File: src/rtl/cpu_sequencer_pkg.sv
// rtl/cpu_sequencer_pkg.sv - shared state encoding, defaults and PC helper for the sequencer
package cpu_seq_pkg;

  localparam int STATE_W = 3;
  localparam logic [3:0] DEFAULT_HALT_OPCODE = 4'hF;
  localparam int DEFAULT_MEM_WAIT_MAX = 8;

  typedef enum logic [STATE_W-1:0] {
    S_IDLE   = 3'd0,
    S_FETCH  = 3'd1,
    S_DECODE = 3'd2,
    S_EXEC   = 3'd3,
    S_MEM    = 3'd4,
    S_WB     = 3'd5,
    S_HALT   = 3'd6,
    S_FAULT  = 3'd7
  } seqState_t;

  // Branch target is taken verbatim; sequential increment wraps at 16 bits.
  function automatic logic [15:0] nextPc(input logic [15:0] pc, input logic branch,
                                         input logic [15:0] target);
    return branch ? target : pc + 16'd1;
  endfunction

endpackage

File: src/rtl/cpu_sequencer_if.sv
// rtl/cpu_sequencer_if.sv - control/status bundle between the sequencer and its surroundings
interface cpu_seq_if;
  import cpu_seq_pkg::*;

  logic               start_i;
  logic [15:0]        start_address_i;
  logic [3:0]         opcode_i;
  logic               read_mem_i;
  logic               write_mem_i;
  logic               write_reg_i;
  logic               branch_i;
  logic [15:0]        branchloc_i;
  logic               mem_ready_i;

  logic [15:0]        pc_o;
  logic               ir_latch_o;
  logic               reg_we_o;
  logic               mem_rd_o;
  logic               mem_wr_o;
  logic [STATE_W-1:0] state_o;
  logic               busy_o;
  logic               halted_o;
  logic               fault_o;
  logic [15:0]        instr_count_o;

  modport master (
    output start_i, start_address_i, opcode_i, read_mem_i, write_mem_i, write_reg_i,
           branch_i, branchloc_i, mem_ready_i,
    input  pc_o, ir_latch_o, reg_we_o, mem_rd_o, mem_wr_o, state_o, busy_o, halted_o,
           fault_o, instr_count_o
  );

  modport slave (
    input  start_i, start_address_i, opcode_i, read_mem_i, write_mem_i, write_reg_i,
           branch_i, branchloc_i, mem_ready_i,
    output pc_o, ir_latch_o, reg_we_o, mem_rd_o, mem_wr_o, state_o, busy_o, halted_o,
           fault_o, instr_count_o
  );

endinterface

File: src/rtl/cpu_sequencer_wait_timer.sv
// rtl/cpu_sequencer_wait_timer.sv - counts memory wait cycles and flags the last allowed one
module seq_wait_timer
  import cpu_seq_pkg::*;
#(
  parameter int LIMIT = DEFAULT_MEM_WAIT_MAX
) (
  input  logic clk,
  input  logic reset_i,
  input  logic clear,
  input  logic enable,
  output logic expired
);

  localparam int CW = $clog2(LIMIT + 1);

  logic [CW-1:0] count;

  always_ff @(posedge clk) begin
    if (reset_i || clear) begin
      count <= '0;
    end else if (enable && !expired) begin
      count <= count + 1'b1;
    end
  end

  // High during the LIMIT-th consecutive cycle spent waiting.
  assign expired = (count >= CW'(LIMIT - 1));

endmodule

File: src/rtl/cpu_sequencer.sv
// rtl/cpu_sequencer.sv - multi-cycle fetch/decode/exec/mem/writeback sequencer with wait timeout
module cpu_sequencer
  import cpu_seq_pkg::*;
#(
  parameter logic [3:0] HALT_OPCODE  = DEFAULT_HALT_OPCODE,
  parameter int         MEM_WAIT_MAX = DEFAULT_MEM_WAIT_MAX
) (
  input  logic      clk,
  input  logic      reset_i,
  cpu_seq_if.slave  bus
);

  seqState_t   state;
  logic [15:0] pc;
  logic [15:0] instrCount;
  logic        irLatch;
  logic        regWe;
  logic        memRd;
  logic        memWr;
  logic        waitExpired;

  seq_wait_timer #(.LIMIT(MEM_WAIT_MAX)) waitTimer (
    .clk     (clk),
    .reset_i (reset_i),
    .clear   (state == S_EXEC),
    .enable  ((state == S_MEM) && !bus.mem_ready_i),
    .expired (waitExpired)
  );

  // Strobes are registered on entry to the state that owns them, so they
  // never follow mem_ready_i combinationally.
  always_ff @(posedge clk) begin
    if (reset_i) begin
      state      <= S_IDLE;
      pc         <= '0;
      instrCount <= '0;
      irLatch    <= 1'b0;
      regWe      <= 1'b0;
      memRd      <= 1'b0;
      memWr      <= 1'b0;
    end else begin
      irLatch <= 1'b0;
      regWe   <= 1'b0;
      memRd   <= 1'b0;
      memWr   <= 1'b0;
      case (state)
        S_IDLE, S_HALT: begin
          if (bus.start_i) begin
            pc      <= bus.start_address_i;
            state   <= S_FETCH;
            irLatch <= 1'b1;
          end
        end
        S_FETCH: state <= S_DECODE;
        S_DECODE: state <= (bus.opcode_i == HALT_OPCODE) ? S_HALT : S_EXEC;
        S_EXEC: begin
          if (bus.read_mem_i || bus.write_mem_i) begin
            state <= S_MEM;
            memRd <= bus.read_mem_i & ~bus.write_mem_i;
            memWr <= bus.write_mem_i;
          end else begin
            state <= S_WB;
            regWe <= bus.write_reg_i;
          end
        end
        S_MEM: begin
          if (bus.mem_ready_i) begin
            state <= S_WB;
            regWe <= bus.write_reg_i;
          end else if (waitExpired) begin
            state <= S_FAULT;
          end else begin
            memRd <= bus.read_mem_i & ~bus.write_mem_i;
            memWr <= bus.write_mem_i;
          end
        end
        S_WB: begin
          pc      <= nextPc(pc, bus.branch_i, bus.branchloc_i);
          state   <= S_FETCH;
          irLatch <= 1'b1;
          if (instrCount != 16'hFFFF) begin
            instrCount <= instrCount + 16'd1;
          end
        end
        S_FAULT: state <= S_FAULT;
        default: state <= S_FAULT;
      endcase
    end
  end

  assign bus.pc_o          = pc;
  assign bus.ir_latch_o    = irLatch;
  assign bus.reg_we_o      = regWe;
  assign bus.mem_rd_o      = memRd;
  assign bus.mem_wr_o      = memWr;
  assign bus.state_o       = state;
  assign bus.busy_o        = (state == S_FETCH) || (state == S_DECODE) || (state == S_EXEC) ||
                             (state == S_MEM) || (state == S_WB);
  assign bus.halted_o      = (state == S_HALT);
  assign bus.fault_o       = (state == S_FAULT);
  assign bus.instr_count_o = instrCount;

endmodule

File: src/flat_wrapper.sv
// flat-port wrapper written by rule: the top's interface ports become plain ports
module cpu_sequencer_flat import cpu_seq_pkg::*;
#(
  parameter logic [3:0] HALT_OPCODE  = DEFAULT_HALT_OPCODE,
  parameter int         MEM_WAIT_MAX = DEFAULT_MEM_WAIT_MAX
)
  (clk, reset_i, bus_start_i, bus_start_address_i, bus_opcode_i, bus_read_mem_i, bus_write_mem_i, bus_write_reg_i, bus_branch_i, bus_branchloc_i, bus_mem_ready_i, bus_pc_o, bus_ir_latch_o, bus_reg_we_o, bus_mem_rd_o, bus_mem_wr_o, bus_state_o, bus_busy_o, bus_halted_o, bus_fault_o, bus_instr_count_o);
  cpu_seq_if bus_i ();
  input  logic clk;
  input  logic reset_i;
  input wire logic [$bits(bus_i.start_i)-1:0] bus_start_i;
  input wire logic [$bits(bus_i.start_address_i)-1:0] bus_start_address_i;
  input wire logic [$bits(bus_i.opcode_i)-1:0] bus_opcode_i;
  input wire logic [$bits(bus_i.read_mem_i)-1:0] bus_read_mem_i;
  input wire logic [$bits(bus_i.write_mem_i)-1:0] bus_write_mem_i;
  input wire logic [$bits(bus_i.write_reg_i)-1:0] bus_write_reg_i;
  input wire logic [$bits(bus_i.branch_i)-1:0] bus_branch_i;
  input wire logic [$bits(bus_i.branchloc_i)-1:0] bus_branchloc_i;
  input wire logic [$bits(bus_i.mem_ready_i)-1:0] bus_mem_ready_i;
  output wire logic [$bits(bus_i.pc_o)-1:0] bus_pc_o;
  output wire logic [$bits(bus_i.ir_latch_o)-1:0] bus_ir_latch_o;
  output wire logic [$bits(bus_i.reg_we_o)-1:0] bus_reg_we_o;
  output wire logic [$bits(bus_i.mem_rd_o)-1:0] bus_mem_rd_o;
  output wire logic [$bits(bus_i.mem_wr_o)-1:0] bus_mem_wr_o;
  output wire logic [$bits(bus_i.state_o)-1:0] bus_state_o;
  output wire logic [$bits(bus_i.busy_o)-1:0] bus_busy_o;
  output wire logic [$bits(bus_i.halted_o)-1:0] bus_halted_o;
  output wire logic [$bits(bus_i.fault_o)-1:0] bus_fault_o;
  output wire logic [$bits(bus_i.instr_count_o)-1:0] bus_instr_count_o;
  assign bus_i.start_i = bus_start_i;
  assign bus_i.start_address_i = bus_start_address_i;
  assign bus_i.opcode_i = bus_opcode_i;
  assign bus_i.read_mem_i = bus_read_mem_i;
  assign bus_i.write_mem_i = bus_write_mem_i;
  assign bus_i.write_reg_i = bus_write_reg_i;
  assign bus_i.branch_i = bus_branch_i;
  assign bus_i.branchloc_i = bus_branchloc_i;
  assign bus_i.mem_ready_i = bus_mem_ready_i;
  assign bus_pc_o = bus_i.pc_o;
  assign bus_ir_latch_o = bus_i.ir_latch_o;
  assign bus_reg_we_o = bus_i.reg_we_o;
  assign bus_mem_rd_o = bus_i.mem_rd_o;
  assign bus_mem_wr_o = bus_i.mem_wr_o;
  assign bus_state_o = bus_i.state_o;
  assign bus_busy_o = bus_i.busy_o;
  assign bus_halted_o = bus_i.halted_o;
  assign bus_fault_o = bus_i.fault_o;
  assign bus_instr_count_o = bus_i.instr_count_o;
  cpu_sequencer #(.HALT_OPCODE(HALT_OPCODE), .MEM_WAIT_MAX(MEM_WAIT_MAX)) u_core (.clk(clk), .reset_i(reset_i), .bus(bus_i));
endmodule
File: config.mk
export PLATFORM = sky130hd
export DESIGN_NAME = cpu_sequencer_flat
export DESIGN_NICKNAME = d
export VERILOG_FILES = /design/src/rtl/cpu_sequencer_pkg.sv /design/src/rtl/cpu_sequencer_if.sv /design/src/rtl/cpu_sequencer_wait_timer.sv /design/src/rtl/cpu_sequencer.sv /design/src/flat_wrapper.sv
export SDC_FILE = /design/constraint.sdc
export NUM_CORES = 1
export LEC_CHECK = 0
export CAP_MARGIN = 15
export CORE_UTILIZATION = 30
export CTS_BUF_LIST = sky130_fd_sc_hd__clkbuf_4
export DETAILED_ROUTE_END_ITERATION = 8
export GPL_ROUTABILITY_DRIVEN = 0
export HOLD_SLACK_MARGIN = 0.12
export PLACE_DENSITY = 0.57
export SYNTH_ARGS = -nofsm -noshare
export SYNTH_HDL_FRONTEND = slang
export SYNTH_SLANG_ARGS = --single-unit
File: constraint.sdc
create_clock -name clk -period 4.03 [get_ports clk]
set_input_delay 0.806 -clock clk [delete_from_list [all_inputs] [get_ports clk]]
set_output_delay 0.806 -clock clk [all_outputs]
set_load 0.02 [all_outputs]
==> reports/qor.log <==
INFO  logic_synthesis synth_top_flop_cell=dfxtp_1
INFO  logic_synthesis synth_largest_area_cell=dfxtp_1
INFO  cts            postCtsResizedCells=0
INFO  critical_path  worst-endpoint-required=3.22ns
INFO  sta            fin_crit=2.736ns
INFO  logic_synthesis synth_edf_count=0
INFO  power          share_of_total_power_in_combinational_logic=32.0%
INFO  cts            holdBufCountCts=0
INFO  sta            grt_setup_unrepaired=false
INFO  critical_path  startpoint_type=flop
INFO  place          final_hpwl_from_detailed_placement=5195µm
INFO  die            dieHeight=93.77µm
INFO  cts            clock_tree_from_tritoncts=done
INFO  power          power_frac_seq=45.1%
INFO  logic_synthesis ys_ff_latch=43
INFO  run            maximum_capacitance_violations=0
INFO  routing        post_detailed_route_wirelength_per_cell=14.68µm
INFO  power          cell_internal_pwr=0.7898mW
INFO  cts            cts_inserted_buffers=5
INFO  critical_path  path_depth_of_the_worst_reg2reg_path=5
INFO  critical_path  worst_r2r_startpoint=u_core.bus.state_o[2]
INFO  worst_hold_path min-delay-start=u_core.waitTimer.count[1]
INFO  cells_and_area final_net_count=434
INFO  cts            worst_setup_hold_path_clk_slew=0.13ns
INFO  routing        vias=2552
INFO  critical_path  worstPathArrival=1.93ns
INFO  logic_synthesis netlist_area=0.002526mm²
INFO  logic_synthesis main_area_contributors_after_synthesis=dfxtp_1, nor2_1, xnor2_1, nand2_1, xor2_1
INFO  die            row_count=33
INFO  sta            final.period_utilization=67.88%
INFO  cts            clock_latency=0.36ns
INFO  power          finalPower=1.214mW
INFO  sta            setup_viol=0
INFO  global_route   maximum_number_of_pins_on_one_net_before_global_route_repair=36
INFO  critical_path  crit_slowest_cell=dfxtp_1
INFO  critical_path  worst_path_largest_cell_delay=0.72ns
INFO  cells_and_area sequential_cell_area=860.8µm²
INFO  sta            hold_viol=0
INFO  critical_path  timing_worst_setup_path_type=reg2out
INFO  die            fp.dieArea=0.008792mm²
INFO  routing        avgViaCountPerCell=5.176
INFO  power          netSwitchingFraction=34.96%
INFO  sta            normalized_max_slew_margin=38.09%
INFO  worst_hold_path holdCritPathClass=reg2reg
INFO  cts            clk_path_buf_depth=2
INFO  critical_path  worstSetupEndpointType=output port
INFO  power          p_clk_share=22.9%
INFO  cells_and_area number_of_standard_cells_in_the_layout_taps_in_and_fillers_out=493
INFO  critical_path  critPathMaxFanout=17
INFO  die            core-area=0.008175mm²
INFO  power          total_switching_power=0.4245mW
INFO  cts            post-cts-setup-buffers=0
INFO  logic_synthesis netlist.area_leader.share=34.08%
INFO  sta            timing.final.max_slew_violations=0
INFO  cells_and_area area_growth=36.95%
INFO  routing        detail_route.first_pass.iterations=4
INFO  routing        routed_wl=7237µm
INFO  sta            max_freq=365.5MHz
INFO  logic_synthesis synth_fp_nets=358
INFO  logic_synthesis synthDistinctLibCells=58
INFO  global_route   global_router_s_overall_resource_usage=17.20%
INFO  power          power.ir.vdd_worst=133.5µV
INFO  sta            timing_worst_slew_pin_value=0.9258ns
INFO  cells_and_area finalCoreUtilization=42.32%
INFO  critical_path  crit-reg2reg-capture=u_core.bus.instr_count_o[15]
INFO  sta            sum_of_negative_setup_slack=0ns
INFO  power          leakage_power_of_the_design=1.158nW
INFO  cts            root_buffer=clkbuf_4
INFO  cells_and_area multi_input_comb_area=0.001518mm²
INFO  cells_and_area num-fill-cells=849
INFO  worst_hold_path worst_hold_path.num_cells=2
INFO  die            fp.dieW=93.77µm
INFO  power          pwr_density_cell=351.0mW/mm²
INFO  cts            h-tree-depth=2
INFO  critical_path  crit_chain=nor3_1 > a21oi_1 > clkdlybuf4s50_1
INFO  routing        first_iter_violations=107
INFO  die            boundaryPins=86
INFO  worst_hold_path hold-path-endpoint=u_core.waitTimer.count[1]
INFO  logic_synthesis synth_sequential_area_ratio=34.08%
INFO  logic_synthesis syn-mean-instance-area=8.123µm²
INFO  routing        drc=0
INFO  cells_and_area antenna_diode_count=0
INFO  sta            fin_worst_skew=0.009790ns
INFO  cts            tritoncts_num_sinks=43
INFO  global_route   grt_first_pass_wirelength=11990µm
INFO  routing        detail-route-antenna-nets=0
INFO  cells_and_area layout_cells_sized_above_1=3.866%
INFO  global_route   antenna_found_initial=0
INFO  outcome        status=finished clean
INFO  logic_synthesis synth_warnings=0
INFO  critical_path  worst-r2r-setup-slack=1.76ns
INFO  place          placed_cells=485
INFO  global_route   grt-ovfl-total=0
INFO  logic_synthesis share_of_flip_flops_with_an_asynchronous_set_or_reset_after_synthesis=0%
INFO  die            initial_utilization=30.90%
INFO  global_route   grt_pass1_vias=2341
INFO  place          port_buffers=85
INFO  logic_synthesis synthCells=311
## critical path: cells and delay by family, from the launching register on
family / cells / cell delay (ns)
AO/OA/AOI/OAI: 1 / 0.14
buffers and inverters: 1 / 0.62
flip-flops: 1 / 0.72
AND/OR/NAND/NOR: 1 / 0.09
## registers in the layout (all words and copies together) (netlist names)
| name | flops |
|---|---|
| u_core.bus.ir_latch_o | 1 |
| u_core.bus.pc_o | 16 |
| u_core.bus.reg_we_o | 1 |
| u_core.bus.state_o | 3 |
| u_core.bus.mem_wr_o | 1 |
| u_core.bus.instr_count_o | 16 |
| u_core.bus.mem_rd_o | 1 |
| u_core.waitTimer.count | 4 |
## final cells by class
class,count,area share (%)
clock buffers,5,1.085
clock inverters,3,1.121
inverters,4,0.4340
multi-input cells,247,43.87
flip-flops and latches,43,24.88
well taps,105,3.797
repair buffers,86,24.81
## kinds of logic (layout without fill, tap and decap cells)
kind of cell / Yosys count / after routing / synth area share [%]
and+or+nand+nor: 140 / 140 / 28.18
AOI/OAI and AO/OA: 73 / 73 / 19.42
DFF: 43 / 43 / 34.08
xor gates and xnor gates: 26 / 26 / 9.014
buffers and inverters: 21 / 98 / 5.844
muxes: 5 / 5 / 1.981
adders and majority gates: 3 / 3 / 1.486
## synth_stat cells, types with 9 or more instances
cell type   n
nand2_1    28
a211oi_1    9
nand3_1    13
nor3_1     10
clkbuf_1    9
nand4_1    14
xnor2_1    15
o21ai_1    10
xor2_1     11
nor2_1     43
a21oi_1    15
dfxtp_1    43
## cells in the final DEF, fill, tap and decap left out, drive strengths merged, types with 4 or more instances in the layout
cell type and n:
a211oi 10, a21oi 15, a311oi 4, and3 7, and4 5, clkbuf 5
clkdlybuf4s50 85, dfxtp 43, inv 4, mux2i 5, nand2 29, nand3 13
nand4 14, nor2 44, nor2b 4, nor3 10, o211ai 5, o21a 4
o21ai 17, xnor2 15, xor2 11
## power by group through the flow
stage               clock, mW  combinational [mW]  sequential (mW)
floorplan                   0               0.206            0.573
global placement            0               0.390            0.556
detailed placement          0               0.391            0.557
CTS                     0.290               0.393            0.548
global route            0.308               0.427            0.562
finish                  0.278               0.389            0.548
## worst max-delay path by stage
stage,start,endpoint
after floorplan,u_core.bus.state_o[2],bus_busy_o
after global placement,bus_branch_i,u_core.bus.pc_o[10]
after detailed placement,bus_branch_i,u_core.bus.pc_o[10]
after CTS,u_core.bus.state_o[2],bus_busy_o
after global routing,u_core.bus.state_o[2],bus_halted_o
final,u_core.bus.state_o[2],bus_busy_o
## routing by layer
| metal | track usage [%] | up-vias | part of all wire, % |
|---|---|---|---|
| li1 | - | 1289 | - |
| met1 | 24.38 | 1191 | 49 |
| met2 | 25.30 | 64 | 43 |
| met3 | 4.450 | 8 | 5.9 |
| met4 | 5.128 | 0 | 1.3 |
| met5 | 0 | - | 0 |
## stage by stage
stage,hold slack [ns],setup WS (ns),cell area (µm²)
detailed placement,0.4785,1.185,3383
floorplan,0.4535,1.961,2526
finish,0.4995,1.294,3460
global placement,0.4646,1.233,3383
global route,0.5277,1.092,3460
CTS,0.4970,1.269,3460
No activity file was read; power rests on OpenSTA's default activity.
